==> src/rtl/if_id_squash_reg.sv <==
// IF/ID pipeline register that replaces squashed fetch slots with NOP after a flush.
// Optional bubble counter is built only when IF_ID_BUBBLE_CNT_EN is defined.
module if_id_squash_reg #(
  parameter int unsigned INST_W        = 32,
  parameter int unsigned PC_W          = 32,
  parameter logic [INST_W-1:0] NOP_INST = 32'h13,
  parameter int unsigned NUM_FLUSH_SRC = 2,
  parameter int unsigned SQUASH_CYCLES = 1,
  localparam int unsigned CAUSE_W = (NUM_FLUSH_SRC > 1) ? $clog2(NUM_FLUSH_SRC) : 1
) (
  input  logic                     clk,
  input  logic                     rst,
  input  logic [INST_W-1:0]        if_inst,
  input  logic [PC_W-1:0]          if_pc,
  input  logic                     if_valid,
  input  logic                     id_stall,
  input  logic [NUM_FLUSH_SRC-1:0] flush_req,
  output logic [INST_W-1:0]        id_inst,
  output logic [PC_W-1:0]          id_pc,
  output logic                     id_valid,
  output logic                     id_bubble,
  output logic                     squash_busy,
  output logic [CAUSE_W-1:0]       flush_cause,
  output logic [31:0]              bubble_cnt
);

  // state  | meaning
  // IDLE   | squash counter is zero; accepted fetches pass through
  // SQUASH | squash counter non-zero; accepted fetches become NOPs

  localparam logic [0:0] IDLE   = 1'b0;
  localparam logic [0:0] SQUASH = 1'b1;

  if (SQUASH_CYCLES > 15) begin : g_sq_range_chk
    $error("if_id_squash_reg: SQUASH_CYCLES must be in 0..15");
  end
  if (NUM_FLUSH_SRC < 1) begin : g_src_range_chk
    $error("if_id_squash_reg: NUM_FLUSH_SRC must be at least 1");
  end

  logic [INST_W-1:0]  inst_q, inst_d;
  logic [PC_W-1:0]    pc_q, pc_d;
  logic               valid_q, valid_d;
  logic               bubble_q, bubble_d;
  logic [3:0]         cnt_q, cnt_d;
  logic [0:0]         state_q, state_d;
  logic [CAUSE_W-1:0] cause_q, cause_d;
  logic [CAUSE_W-1:0] cause_win;
  logic               flush_any;
  logic               squash_ld;

  // Lowest set bit wins, so scan from the top down and let lower bits overwrite.
  always_comb begin
    cause_win = '0;
    for (int i = NUM_FLUSH_SRC - 1; i >= 0; i--) begin
      if (flush_req[i]) cause_win = CAUSE_W'(i);
    end
  end

  assign flush_any = |flush_req;

  always_comb begin
    inst_d    = inst_q;
    pc_d      = pc_q;
    valid_d   = valid_q;
    bubble_d  = bubble_q;
    cnt_d     = cnt_q;
    state_d   = state_q;
    cause_d   = cause_q;
    squash_ld = 1'b0;
    if (flush_any) begin
      inst_d    = NOP_INST;
      pc_d      = if_pc;
      valid_d   = 1'b0;
      bubble_d  = 1'b1;
      cnt_d     = 4'(SQUASH_CYCLES);
      state_d   = (SQUASH_CYCLES > 0) ? SQUASH : IDLE;
      cause_d   = cause_win;
      squash_ld = 1'b1;
    end else if (id_stall) begin
      // everything holds
    end else if (state_q == SQUASH && if_valid) begin
      inst_d    = NOP_INST;
      pc_d      = if_pc;
      valid_d   = 1'b0;
      bubble_d  = 1'b1;
      cnt_d     = cnt_q - 4'd1;
      state_d   = (cnt_q == 4'd1) ? IDLE : SQUASH;
      squash_ld = 1'b1;
    end else if (if_valid) begin
      inst_d   = if_inst;
      pc_d     = if_pc;
      valid_d  = 1'b1;
      bubble_d = 1'b0;
    end else begin
      // Empty fetch slot: NOP without consuming a squash credit.
      inst_d   = NOP_INST;
      valid_d  = 1'b0;
      bubble_d = 1'b1;
    end
  end

  always_ff @(posedge clk or posedge rst) begin
    if (rst) begin
      inst_q   <= NOP_INST;
      pc_q     <= '0;
      valid_q  <= 1'b0;
      bubble_q <= 1'b1;
      cnt_q    <= 4'd0;
      state_q  <= IDLE;
      cause_q  <= '0;
    end else begin
      inst_q   <= inst_d;
      pc_q     <= pc_d;
      valid_q  <= valid_d;
      bubble_q <= bubble_d;
      cnt_q    <= cnt_d;
      state_q  <= state_d;
      cause_q  <= cause_d;
    end
  end

`ifdef IF_ID_BUBBLE_CNT_EN
  logic [31:0] bcnt_q, bcnt_d;

  always_comb begin
    bcnt_d = bcnt_q;
    if (squash_ld) bcnt_d = bcnt_q + 32'd1;
  end

  always_ff @(posedge clk or posedge rst) begin
    if (rst) bcnt_q <= 32'd0;
    else     bcnt_q <= bcnt_d;
  end

  assign bubble_cnt = bcnt_q;
`else
  logic unused_squash_ld;
  assign unused_squash_ld = squash_ld;
  assign bubble_cnt       = 32'h0;
`endif

  assign id_inst     = inst_q;
  assign id_pc       = pc_q;
  assign id_valid    = valid_q;
  assign id_bubble   = bubble_q;
  assign squash_busy = (state_q == SQUASH);
  assign flush_cause = cause_q;

endmodule

==> config.mk <==
export PLATFORM = sky130hd
export DESIGN_NAME = if_id_squash_reg
export DESIGN_NICKNAME = d
export VERILOG_FILES = /design/src/rtl/if_id_squash_reg.sv
export SDC_FILE = /design/constraint.sdc
export NUM_CORES = 1
export LEC_CHECK = 0
export CAP_MARGIN = 20
export CORE_MARGIN = 8
export CORE_UTILIZATION = 25
export DETAILED_ROUTE_END_ITERATION = 12
export GPL_TIMING_DRIVEN = 0
export PLACE_DENSITY = 0.62
export SLEW_MARGIN = 0
export SYNTH_ARGS = -nofsm -noshare
export SYNTH_HDL_FRONTEND = slang
export SYNTH_SLANG_ARGS = --single-unit
==> constraint.sdc <==
create_clock -name clk -period 2.11 [get_ports clk]
set_clock_uncertainty 0.15 [all_clocks]
set_input_delay 0.211 -clock clk [delete_from_list [all_inputs] [get_ports clk]]
set_output_delay 0.211 -clock clk [all_outputs]
set_load 0.02 [all_outputs]
==> summary.md, run 1 <==
The hold buffer count at cts was 0. Counting flops with a built-in enable in the synthesized netlist gives 0. 170 I/O pins were placed.

The tools report the sequential area share after synthesis as 0.585. The tools report the die outline area as 16,200 um^2. The most used flip-flop cell after synthesis is sky130_fd_sc_hd__dfrtp_1. The top cell type's share of synthesized area works out to 0.551. The total global routing track utilization was 0.103; the buffer levels on the longest clock path was 2. The floorplan step set the die height to 127 um. For the worst setup path, the data arrival time is 1.47 ns.

After floorplanning, the core was divided into 40 placement rows. At the later pin of the worst-skew pair, clock insertion delay measures 0.32 ns. At the pin with the least slew margin, the transition time is 0.756 ns.

The total wirelength of the detailed-routed design is 8360 um, and the portion of total power attributed to sequential cells is 0.417. The portion of the clock cycle consumed by the worst path in the final layout is 0.866. After synthesis the netlist holds a flip-flop and latch count of 72.

The clock tree synthesis step divided the H-tree into 3 levels. For the count of antenna-violating nets left after detailed routing, the log shows 0. For the initial standard-cell utilization of the core, the log shows 0.257. The initial antenna violation count was 0; the share of final-layout standard cells stronger than drive strength 1 was 0.241.

For this run, design rule violations remaining after detail routing come to 0. The tools report the setup violation total in the final timing report as 0. The number of vias after detailed routing came out at 2,239. At the worst endpoint, the required time is 1.75 ns. The number of gates resized after CTS was 0.

The run gives 0 as the max capacitance violation total. Clock transition at the registers of the reported paths: 0.06 ns. The worst min-delay path class is in2async. Summing all placed instances gives a cell area of 4780 um^2. The power density normalized to cell area is 697 nW/um^2, and the pin count of the biggest net entering global routing is 40. For the iteration count of the initial detailed-routing pass, the log shows 4. The slowest stage of the critical path is the sky130_fd_sc_hd__clkdlybuf4s50_1 cell.

The total CTS buffers came out at 9. Yosys attributes the largest share of cell area to sky130_fd_sc_hd__dfrtp_1 55%, sky130_fd_sc_hd__mux2_4 15%, sky130_fd_sc_hd__a22o_1 8.2%, sky130_fd_sc_hd__buf_4 7.8%, sky130_fd_sc_hd__dfstp_2 3.4%. The delay of the slowest cell on the worst path is 0.67 ns. The cell area that synthesis handed to floorplanning was 3090 um^2. The count of buffering cells on the critical path with inverters included was 1.

The logs give 2.37 nW for the leakage power of the design and 0.840 mW for the total net switching power. Synthesis handed over a netlist of 210 instances. The clock network power share is 0.415. The logs give 2,443 for the via count of the first global-routing pass and 462 for the final-stage net count. From synthesis to final layout, the design area changed by 64.1%. Setup repair after global routing left no endpoint under its margin.

After synthesis, the most frequently instantiated cells are 68 x sky130_fd_sc_hd__dfrtp_1, 32 x sky130_fd_sc_hd__buf_4, 30 x sky130_fd_sc_hd__mux2_4. The net switching share of the total power is 0.238. The number of warning messages in the yosys log came out at 0. The share of async-settable or async-resettable flops after synthesis was 1.00; the wire length per cell after detailed routing was 15.4 um.

The maximum fanout along the worst path was 6. The run gives 31 as the post-synthesis cell type count. The run finished with clean final reports. TritonCTS built the clock tree. The placeable core area is 12,000 um^2. The tools report the TritonCTS sink count as 72. Root cell of the clock tree: sky130_fd_sc_hd__clkbuf_16. After layout, the minimum clock period comes to 1.83 ns. The global-route wire length before repair was 13,200 um.

Post-CTS timing repair inserted 0 buffers for setup. By instance count, the leading cell after synthesis is sky130_fd_sc_hd__dfrtp_1. The worst max-slew margin expressed relative to the limit came out at 0.495. For this run the aggregate overflow at the end of global routing stands at 0.

Once layout is done, the placed cells without fillers occupy 5060 um^2. Via density per instance: 4.13. The critical path goes through clkdlybuf4s50_1. Of all cell types, the one taking the most synthesized area is sky130_fd_sc_hd__dfrtp_1. For the highest clock frequency the design can meet, the log shows 547 MHz.

Startpoint kind of the worst setup timing path: a flip-flop. Counting the fill cells in the layout gives 1,144. The die extent in x came out at 127 um. The hold violation count in the final report is 0. Adding up every negative setup slack in the final design gives 0 ns. The maximum resistive drop on vdd is 0.264 mV. The combinational cell fraction of total power is 0.169, and the post-detailed-placement half-perimeter wirelength is 6550 um. For this block, the initial DRC count from the detailed router was 60. The repair_antennas step left the layout with diodes totalling 0. Critical path class: reg2out. The quantity of I/O buffers inserted on ports is 137. The run gives 0 as the final number of max-transition violations. After layout, the design draws a total of 3.53 mW.

Internal power comes to 2.69 mW. STA classifies the critical path endpoint as a primary output. Mean post-synth cell area: 14.7 um^2. The cell family with the largest share of critical-path delay was buffers and inverters. The weighted congestion at the end of routability-driven global placement was 0.721.
## power by group through the flow
stage               logic, mW  registers, mW  clock network, mW
floorplan               0.242           1.56                  0
global placement        0.587           1.49                  0
detailed placement      0.598           1.49                  0
finish                  0.595           1.47               1.46
CTS                     0.601           1.47               1.52
global route            0.634           1.48               1.58
## metrics by stage
stage	cells	hold WS (ns)	util	setup WS, ns
6_report	542	0.211	0.422	0.282
5_1_grt	542	0.289	0.422	0.216
4_1_cts	542	0.230	0.422	0.270
3_5_place_dp	526	0.316	0.398	0.129
3_3_place_gp	525	0.332	0.396	0.0164
2_1_floorplan	241	0.127	-	0.701
## routing by layer
| metal | vias up | global-route usage | share of wire |
|---|---|---|---|
| li1 | 1039 | - | - |
| met1 | 1069 | 0.122 | 0.43 |
| met2 | 121 | 0.150 | 0.44 |
| met3 | 10 | 0.0562 | 0.12 |
| met4 | 0 | 0.0462 | 0.013 |
| met5 | - | 0 | 0 |
## final timing paths
check / to / slack (ns) / start / depth (start not counted)
max reg2reg: id_inst[26] / 0.64 / squash_busy / 3
max: squash_busy / 0.28 / squash_busy / 1
max in group asynchronous: id_pc[27] / 0.96 / rst / 3
min: id_inst[8] / 0.21 / rst / 2
min reg2reg: id_valid / 0.34 / id_valid / 1
min in group clk: id_inst[4] / 0.30 / if_inst[4] / 2
## worst reg2reg max path: cells and delay by family (launching register included)
kind / cells / cell delay, ns
AND/OR/NAND/NOR: 1 / 0.35
flip-flops: 1 / 0.46
buffers and inverters: 1 / 0.29
AO/OA/AOI/OAI: 1 / 0.16
## area by class of cell
class,count,area [um^2],share of cell area
inverters,4,18.8,0.00371
well taps,147,184,0.0363
multi-input cells,124,1080,0.213
clock inverters,3,42.5,0.00840
flip-flops and latches,72,1810,0.357
repair buffers,138,1390,0.275
clock buffers,13,240,0.0474
plain buffers,41,304,0.0600
## sequential cells by signal, summed over array words and instances (netlist names)
signal,count
cnt_q,4
flush_cause,1
id_bubble,1
id_inst,32
id_pc,32
id_valid,1
squash_busy,1
## cells by family after synthesis
kind of cell | share of synthesized area
flops | 0.585
buf+inv | 0.103
compound gates | 0.102
mux | 0.156
simple gates | 0.0381
fa+ha+maj | 0.00811
xor+xnor | 0.00568
other cells | 0.00121
## cell usage in the layout, fill, tap and decap left out, drive strengths merged
cell             n
clkdlybuf4s50  137
dfrtp           68
buf             42
conb            32
mux2            32
a22o            29
clkbuf          13
nand2            6
dfstp            4
nor2             4
inv              3
o22a             3
nor3             2
clkinvlp         2
ha               2
and2             1
nand2b           1
nor4             1
and3b            1
xnor2            1
a2111oi          1
nand4b           1
xor2             1
or4              1
a21o             1
o41ai            1
or3              1
mux2i            1
o21a             1
bufinv           1
clkinv           1
No activity file was read; power rests on OpenSTA's default activity.
==> run 2, diff against run 1 <==
Settings changed: CTS_CLUSTER_SIZE set to 25, PLACE_DENSITY 0.62 to 0.67.
==> summary.md, run 2 (same netlist as run 1, synthesis figures left out) <==
The global-route wire length before repair was 13,100 um (-0.32%). The tools report the diode insertion count for antenna repair as 0 (unchanged). The via density per instance is 4.04 (-2.2%). Among all stages on the critical path, the largest delay is contributed by sky130_fd_sc_hd__clkdlybuf4s50_1.

The worst max-slew margin expressed relative to the limit came out at 0.479 (-0.0163). The power density normalized to cell area came out at 669 nW/um^2 (-4.0%). The number of rows in the core area is 40 (unchanged). For the hold buffer count at cts, the log shows 0 (unchanged). For the final-stage net count, the log shows 462 (unchanged). The buffer levels on the longest clock path was 2 (unchanged); the number of vias after detailed routing was 2,185 (-2.4%). The tools report the arrival time at the worst endpoint as 1.45 ns (-0.02 ns). The setup violation total in the final timing report is 0 (unchanged), and the highest clock frequency the design can meet is 552 MHz (+0.88%).

The area growth from synthesis to layout was 63.2%; the count of buffering cells on the critical path with inverters included was 1 (unchanged). The critical path class was reg2out. The share of final-layout standard cells stronger than drive strength 1 was 0.244 (+0.00315). The maximum resistive drop on vdd is 0.275 mV (+3.9%), and the total global routing track utilization is 0.102 (-0.000859). The logs give 0 (unchanged) for the final routed DRC violation total and 0 (unchanged) for the number of setup buffers added after CTS. The number of H-tree levels was 3 (unchanged); the max capacitance violation total was 0 (unchanged). Portion of the clock cycle consumed by the worst path in the final layout: 0.859 (-0.00756). The delay of the slowest cell on the worst path came out at 0.60 ns (-0.07 ns). The final number of max-transition violations is 0 (unchanged), and the accumulated negative setup slack is 0 ns (unchanged). The post-detailed-placement half-perimeter wirelength came out at 6390 um (-2.5%). The library cell used most frequently in the layout, excluding fill and tap cells, is sky130_fd_sc_hd__clkdlybuf4s50_1.

The tools report the hold violation count in the final report as 0 (unchanged). The initial standard-cell utilization of the core came out at 0.257 (unchanged). Traced cell by cell, the critical path runs through clkdlybuf4s50_1. Clock latency of the later-clocked register in the worst-skew pair: 0.32 ns (about the same).

The post-cts sizing count was 0 (unchanged). The placeable core area is 12,000 um^2 (unchanged), and the total CTS buffers is 9 (unchanged). The die extent in x works out to 127 um (unchanged).

The leakage power of the design is 2.36 nW (-0.37%), and the iteration count of the initial detailed-routing pass is 4 (unchanged). The worst setup path is launched from a flip-flop. The via count of the first global-routing pass was 2,456 (+0.53%). The quantity of I/O buffers inserted on ports works out to 137 (unchanged). For the global-route congestion overflow total, the log shows 0 (unchanged).

The weighted congestion at the end of routability-driven global placement came out at 0.757 (+5.1%). The maximum fanout along the worst path was 2 (-4). The vertical extent of the die was 127 um (unchanged). The count of antenna-violating nets left after detailed routing was 0 (unchanged). The clock transition at the registers of the reported paths came out at 0.05 ns (about the same). The measured slew at the worst slew-check pin came out at 0.780 ns (+0.0244 ns). The worst setup path is captured at a primary output.

The root buffer cell chosen for the clock tree is sky130_fd_sc_hd__clkbuf_16. Number of top-level pins: 170 (unchanged). Final critical path time including I/O delays and setup: 1.81 ns (-0.0160 ns).

For the number of fill cells, the log shows 1,123 (-1.8%). The tools report the die outline area as 16,200 um^2 (unchanged). Worst min-delay path class: in2async.

The number of DRC markers after the initial detailed-route iteration was 95 (+58%). Setup repair after global routing left no endpoint under its margin. The initial antenna violation count came out at 0 (unchanged).

Leaving out fill and tap cells, the most frequent cells in the layout are 137 x sky130_fd_sc_hd__clkdlybuf4s50_1, 68 x sky130_fd_sc_hd__dfrtp_1, 32 x sky130_fd_sc_hd__buf_4, 32 x sky130_fd_sc_hd__conb_1, 30 x sky130_fd_sc_hd__mux2_4. The post-route total power is 3.37 mW (-4.5%), and the pin count of the biggest net entering global routing is 39 (-2.5%). For the total wirelength of the detailed-routed design, the log shows 8140 um (-2.6%). TritonCTS built the clock tree. The wire length per cell after detailed routing works out to 15.0 um (-2.5%). The run finished with clean final reports. In this design, the largest share of critical-path delay is due to buffers and inverters. For the TritonCTS sink count, the log shows 72 (unchanged). The run gives 1.75 ns (about the same) as the required time at the endpoint of the critical path.
[run 2: cell types whose count changed in the layout (fill, tap and decap cells not counted)]
cell                        change
sky130_fd_sc_hd__bufinv_16      -1
sky130_fd_sc_hd__clkbuf_1       -2
sky130_fd_sc_hd__clkinv_2       +2
[run 2: stage by stage]
step	area [um^2]	setup WS [ns]	util	hold WS [ns]	std cells
3_5_place_dp	4780	0.114	0.398	0.319	526
5_1_grt	5040	0.240	0.419	0.292	541
3_3_place_gp	4760	0.0577	0.396	0.331	525
6_report	5040	0.298	0.419	0.233	541
2_1_floorplan	3210	0.701	-	0.127	241
4_1_cts	5040	0.269	0.419	0.248	541
[run 2: final timing paths]
check,from,to,slack [ns],depth (start not counted)
worst max-delay path,id_bubble,id_bubble,0.30,1
worst min-delay path,rst,id_pc[23],0.23,2
worst max register to register,squash_busy,id_inst[11],0.66,3
worst min register to register,id_valid,id_valid,0.34,1
max in group asynchronous,rst,id_bubble,0.89,3
min in group clk,if_inst[1],id_inst[1],0.30,2
[run 2: final cells by class]
| class | instances | area (um^2) | area share |
|---|---|---|---|
| plain buffers | 41 | 304 | 0.0604 |
| clock buffers | 11 | 233 | 0.0462 |
| clock inverters | 4 | 22.5 | 0.00447 |
| inverters | 4 | 18.8 | 0.00373 |
| multi-input cells | 124 | 1080 | 0.214 |
| flip-flops and latches | 72 | 1810 | 0.359 |
| well taps | 147 | 184 | 0.0365 |
| repair buffers | 138 | 1390 | 0.276 |
[run 2: power by group]
part	switching [mW]	internal [mW]
logic	0.256	0.335
clock network	0.527	0.782
registers	0.0312	1.44
total	0.814	2.56
[run 2: layer usage]
metal | up-vias | wire (um) | track usage | part of all wire
met5 | - | 0 | 0 | 0
met4 | 0 | 79 | 0.0357 | 0.0097
met1 | 1019 | 3540 | 0.119 | 0.43
li1 | 1038 | - | - | -
met2 | 123 | 3390 | 0.148 | 0.42
met3 | 5 | 1120 | 0.0657 | 0.14
